===== config.mk =====
export PLATFORM = sky130hd
export DESIGN_NAME = ps2_keycode_rx
export DESIGN_NICKNAME = d
export VERILOG_FILES = /design/src/rtl/ps2_keycode_rx.sv
export SDC_FILE = /design/constraint.sdc
export NUM_CORES = 1
export LEC_CHECK = 0
export CORE_ASPECT_RATIO = 0.6
export CORE_MARGIN = 3
export CORE_UTILIZATION = 35
export DETAILED_ROUTE_END_ITERATION = 10
export GPL_TIMING_DRIVEN = 1
export HOLD_SLACK_MARGIN = 0.06
export PLACE_DENSITY = 0.6
export SYNTH_ARGS = -nofsm -noshare
export SYNTH_HDL_FRONTEND = slang
export SYNTH_SLANG_ARGS = --single-unit

===== constraint.sdc =====
create_clock -name clk -period 2.28 [get_ports clk]
set_input_delay 0.456 -clock clk [delete_from_list [all_inputs] [get_ports clk]]
set_output_delay 0.456 -clock clk [all_outputs]
set_load 0.01 [all_outputs]

===== src/rtl/ps2_keycode_rx.sv =====
// PS/2 keyboard receiver: synchronizes and deglitches the PS/2 clock, frames
// 11-bit PS/2 words (start, 8 data LSB first, parity, stop) and presents the
// last two accepted bytes as a 16-bit keycode.
// Optional feature: define PS2_PARITY_CHECK_EN to reject frames with bad odd parity.
module ps2_keycode_rx #(
    parameter int FILTER_LEN     = 4,
    parameter int TIMEOUT_CYCLES = 65000
) (
    input  logic        clk,
    input  logic        rst,
    input  logic        ps2_clk,
    input  logic        ps2_data,
    output logic [15:0] keycode,
    output logic        keycode_valid,
    output logic        frame_err
);

    localparam int FW = (FILTER_LEN > 1) ? $clog2(FILTER_LEN + 1) : 1;
    localparam int TW = $clog2(TIMEOUT_CYCLES + 1);
    localparam logic [FW-1:0] FILT_LAST = FW'(FILTER_LEN - 1);
    localparam logic [TW-1:0] TO_LIMIT  = TW'(TIMEOUT_CYCLES);

    typedef enum logic [1:0] {IDLE, DATA, PARITY, STOP} state_t;

    logic          ps2_clk_meta_reg, ps2_clk_sync_reg;
    logic          ps2_data_meta_reg, ps2_data_sync_reg;
    logic          filt_clk_reg;
    logic [FW-1:0] filt_cnt_reg;
    logic          bit_event;
    logic          parity_ok;

    state_t        state_reg, state_next;
    logic [2:0]    bit_cnt_reg, bit_cnt_next;
    logic [7:0]    shift_reg, shift_next;
    logic          parity_reg, parity_next;
    logic [TW-1:0] to_cnt_reg, to_cnt_next;
    logic [15:0]   keycode_reg, keycode_next;
    logic          keycode_valid_reg, keycode_valid_next;
    logic          frame_err_reg, frame_err_next;

    // Two-flop synchronizers; they idle high like the PS/2 bus.
    always_ff @(posedge clk or posedge rst) begin
        if (rst) begin
            ps2_clk_meta_reg  <= 1'b1;
            ps2_clk_sync_reg  <= 1'b1;
            ps2_data_meta_reg <= 1'b1;
            ps2_data_sync_reg <= 1'b1;
        end else begin
            ps2_clk_meta_reg  <= ps2_clk;
            ps2_clk_sync_reg  <= ps2_clk_meta_reg;
            ps2_data_meta_reg <= ps2_data;
            ps2_data_sync_reg <= ps2_data_meta_reg;
        end
    end

    // Clock deglitch: the filtered level flips only after FILTER_LEN
    // consecutive synchronized samples disagree with it.
    always_ff @(posedge clk or posedge rst) begin
        if (rst) begin
            filt_clk_reg <= 1'b1;
            filt_cnt_reg <= '0;
        end else if (ps2_clk_sync_reg != filt_clk_reg) begin
            if (filt_cnt_reg == FILT_LAST) begin
                filt_clk_reg <= ps2_clk_sync_reg;
                filt_cnt_reg <= '0;
            end else begin
                filt_cnt_reg <= filt_cnt_reg + FW'(1);
            end
        end else begin
            filt_cnt_reg <= '0;
        end
    end

    // Bit event is the cycle in which the filtered clock commits to a 1->0 change.
    assign bit_event = filt_clk_reg && !ps2_clk_sync_reg && (filt_cnt_reg == FILT_LAST);

`ifdef PS2_PARITY_CHECK_EN
    // Odd parity across the eight data bits and the parity bit.
    assign parity_ok = ^{shift_reg, parity_reg};
`else
    // Parity bit is captured for visibility but never gates acceptance.
    assign parity_ok = 1'b1 | (^{shift_reg, parity_reg});
`endif

    // Frame FSM state and output registers.
    always_ff @(posedge clk or posedge rst) begin
        if (rst) begin
            state_reg         <= IDLE;
            bit_cnt_reg       <= '0;
            shift_reg         <= '0;
            parity_reg        <= 1'b0;
            to_cnt_reg        <= '0;
            keycode_reg       <= '0;
            keycode_valid_reg <= 1'b0;
            frame_err_reg     <= 1'b0;
        end else begin
            state_reg         <= state_next;
            bit_cnt_reg       <= bit_cnt_next;
            shift_reg         <= shift_next;
            parity_reg        <= parity_next;
            to_cnt_reg        <= to_cnt_next;
            keycode_reg       <= keycode_next;
            keycode_valid_reg <= keycode_valid_next;
            frame_err_reg     <= frame_err_next;
        end
    end

    // Next-state logic: frame sequencing, inter-edge timeout, accept/discard.
    always_comb begin
        state_next         = state_reg;
        bit_cnt_next       = bit_cnt_reg;
        shift_next         = shift_reg;
        parity_next        = parity_reg;
        to_cnt_next        = to_cnt_reg;
        keycode_next       = keycode_reg;
        keycode_valid_next = 1'b0;
        frame_err_next     = 1'b0;

        if (state_reg == IDLE || bit_event) begin
            to_cnt_next = '0;
        end else if (to_cnt_reg == TO_LIMIT) begin
            // Stalled mid-frame: abandon the partial byte.
            state_next     = IDLE;
            bit_cnt_next   = '0;
            to_cnt_next    = '0;
            frame_err_next = 1'b1;
        end else begin
            to_cnt_next = to_cnt_reg + TW'(1);
        end

        if (bit_event) begin
            case (state_reg)
                IDLE: begin
                    if (!ps2_data_sync_reg) begin
                        state_next   = DATA;
                        bit_cnt_next = '0;
                    end
                end
                DATA: begin
                    shift_next   = {ps2_data_sync_reg, shift_reg[7:1]};
                    bit_cnt_next = bit_cnt_reg + 3'd1;
                    if (bit_cnt_reg == 3'd7) begin
                        state_next = PARITY;
                    end
                end
                PARITY: begin
                    parity_next = ps2_data_sync_reg;
                    state_next  = STOP;
                end
                STOP: begin
                    state_next   = IDLE;
                    bit_cnt_next = '0;
                    if (ps2_data_sync_reg && parity_ok) begin
                        keycode_next       = {keycode_reg[7:0], shift_reg};
                        keycode_valid_next = 1'b1;
                    end else begin
                        frame_err_next = 1'b1;
                    end
                end
                default: state_next = IDLE;
            endcase
        end
    end

    assign keycode       = keycode_reg;
    assign keycode_valid = keycode_valid_reg;
    assign frame_err     = frame_err_reg;

endmodule


==> flow_summary.ini <==
[clock_network]
ctsHoldBuffers = 0
cts-root-buf = clkbuf_16
post-cts-setup-buffers = 0
tritoncts = done
clockBufferDepth = 2
cts_resized = 0
worstSkewPairLatency_ns = 0.30
cts_made_buffers = 5
h-tree-depth = 2
clk_pin_slew_ns = 0.07
cts.sinks = 55

[floorplan]
row_count = 22
die_h_um = 70.16
die_area_mm2 = 0.007922
die_w_um = 112.9
ios = 22
start_util = 0.3776
fp.coreArea_mm2 = 0.006359

[setup_path]
path_buf_inv = 1
rr_startpoint = filt_clk_reg
cp.depth = 6
reg2reg_depth = 6
worstPathRequired_ns = 2.46
worst_setup_path_start_kind = register
crit_type = reg2reg
slowest_stage = dfstp_2
cp-end-kind = register
r2r_end = keycode[9]
critPathArrivalTime_ns = 2.12
worstPathMaxFanout = 17
max_stage_delay_ns = 0.53
crit_family = flip-flops
worstPathCellList = ha_1 -> and3b_1 -> nand2_1 -> nor2_2 -> buf_4 -> mux2_2
r2r_slack_ns = 0.34

[placement]
post-place-ws_ns = 0.3366
hpwl_um = 2746
routabilityCongestion = 0.7952
io_buffer_count = 21

[power]
power_switching_mw = 0.4957
p_int_mw = 1.510
pwr-share-seq = 0.530
power.density_mw_per_mm2 = 703.5
ir_drop_mv = 0.4230
power_leakage_nw = 1.252
total_power_mw = 2.006
pwr-share-comb = 0.092
clockPowerShare = 0.378
sw_frac_of_total = 0.2471

[logic_synthesis]
synth_top_area_share = 0.5211
ys_types = 41
ys_seq_area_frac = 0.5758
yosysMostFrequentCell = dfrtp_1
synth_fp_nets = 194
synth_common_cells = dfrtp_1 (50), mux2_2 (25), nor2_2 (11)
avgSynthCellArea_um2 = 13.05
ys_seq_elements = 55
synth_flop_cell = dfrtp_1
synthTopCellsByArea = dfrtp_1 (52%), mux2_2 (12%), dfstp_2 (5.5%)
async_flop_share = 1.000
syn_inst = 184
yosysWarnings = 0
synth_edf_count = 0
yosys.area.top_type = dfrtp_1
synth.cell_area_mm2 = 0.002401

[final_layout]
fin_util = 0.4484
nFillCells = 609
final_layout_size_suffix_gt1_frac = 0.2891
num_antenna_cells = 0
nets = 220
area_delta_synth_final_pct = 18.76

[route]
wl_um = 4043
vias = 1427
drtIter0Drc = 46
drt_pass1_iterations = 4
wire_per_inst_um = 13.71
drc = 0
antenna_left = 0
viasPerCell = 4.837

[grt]
grt_antenna_before_repair = 0
grt_max_degree = 56
grt_overflow_total = 0
grt_pass1_vias = 1365
globalRouteTotalUtil = 0.1147
grt_pass1_wl_um = 7107

[timing]
setup_viol = 0
tns_ns = 0
fin_skew_ns = 0.007920
min_period_ns = 1.937
hold_slack_ns = 0.3561
post-route-period-util = 0.8494
postLayoutSetupSlackWorst_ns = 0.3433
rsz0062_at_grt = false
final_max_slew_viol_count = 0
slew_headroom = 0.7199
tightestPinTransition_ns = 0.4147
hold_violations = 0
fmax_ghz = 0.5163

[min_path]
holdPathEnd = ps2_clk_sync_reg
min_from = ps2_clk_meta_reg
hold_path_depth = 0
hp-class = reg2reg

[run_status]
status = finished, final reports clean

[flow_run]
maxCapViolCount = 0
[area by class of cell]
cell class | instances | area, µm² | share of cell area
clock buffers | 5 | 125.1 | 0.04388
multi-input cells | 119 | 945.9 | 0.3317
flip-flops and latches | 55 | 1383 | 0.4849
well taps | 84 | 105.1 | 0.03686
inverters | 4 | 15.01 | 0.005265
repair buffers | 25 | 252.7 | 0.08864
clock inverters | 3 | 25.02 | 0.008776
[metrics by stage]
stage	area (µm²)	instances
after floorplan	2401	184
after global placement	2701	287
after detailed placement	2701	287
after CTS	2851	295
after global routing	2851	295
final	2851	295
[cell families (layout without fill, tap and decap cells)]
| logic type | count (synthesis) | count (layout) | synth area share |
|---|---|---|---|
| adders and majority gates | 6 | 6 | 0.03127 |
| muxes | 25 | 25 | 0.1172 |
| xor gates and xnor gates | 14 | 14 | 0.05107 |
| DFF | 55 | 55 | 0.5758 |
| and+or+nand+nor | 63 | 63 | 0.1615 |
| buffers and inverters | 10 | 37 | 0.03022 |
| AOI/OAI and AO/OA | 11 | 11 | 0.03284 |
[cell usage in the layout, fill, tap and decap left out, types with 3 or more instances in the layout]
cell and n:
clkbuf_16 5, buf_4 3, a22o_1 3, inv_1 3, clkdlybuf4s50_1 21, nor2_2 11, nand4_1 6, dfstp_2 5
ha_1 6, nand2_1 7, nand3_1 4, nor4_1 4, nor2_1 9, mux2_2 25, dfrtp_1 50, nor3_1 3
xnor2_1 7, xor2_1 7
[how the worst max path moves through the flow]
stage / from / slack, ns / endpoint
after floorplan: filt_clk_reg / 0.36 / keycode[0]
after global placement: filt_clk_reg / 0.36 / keycode[9]
after detailed placement: filt_clk_reg / 0.34 / keycode[9]
after CTS: filt_clk_reg / 0.34 / keycode[9]
after global routing: to_cnt_reg[0] / 0.19 / state_reg[1]
final: filt_clk_reg / 0.34 / keycode[9]
[power groups by stage]
stage / Clock, mW / Combinational, mW / Sequential [mW]
after detailed placement: 0 / 0.190 / 1.08
after global placement: 0 / 0.184 / 1.08
final: 0.758 / 0.185 / 1.06
after global routing: 0.842 / 0.211 / 1.07
after CTS: 0.797 / 0.191 / 1.06
after floorplan: 0 / 0.167 / 1.07
[metal layers]
metal | vias to the layer above | GRT usage | part of all wire
met5 | - | 0 | 0
met4 | 0 | 0.04400 | 0.017
met3 | 7 | 0.04329 | 0.053
met2 | 25 | 0.1273 | 0.37
met1 | 693 | 0.1874 | 0.56
li1 | 702 | - | -
No activity file was read; power rests on OpenSTA's default activity.
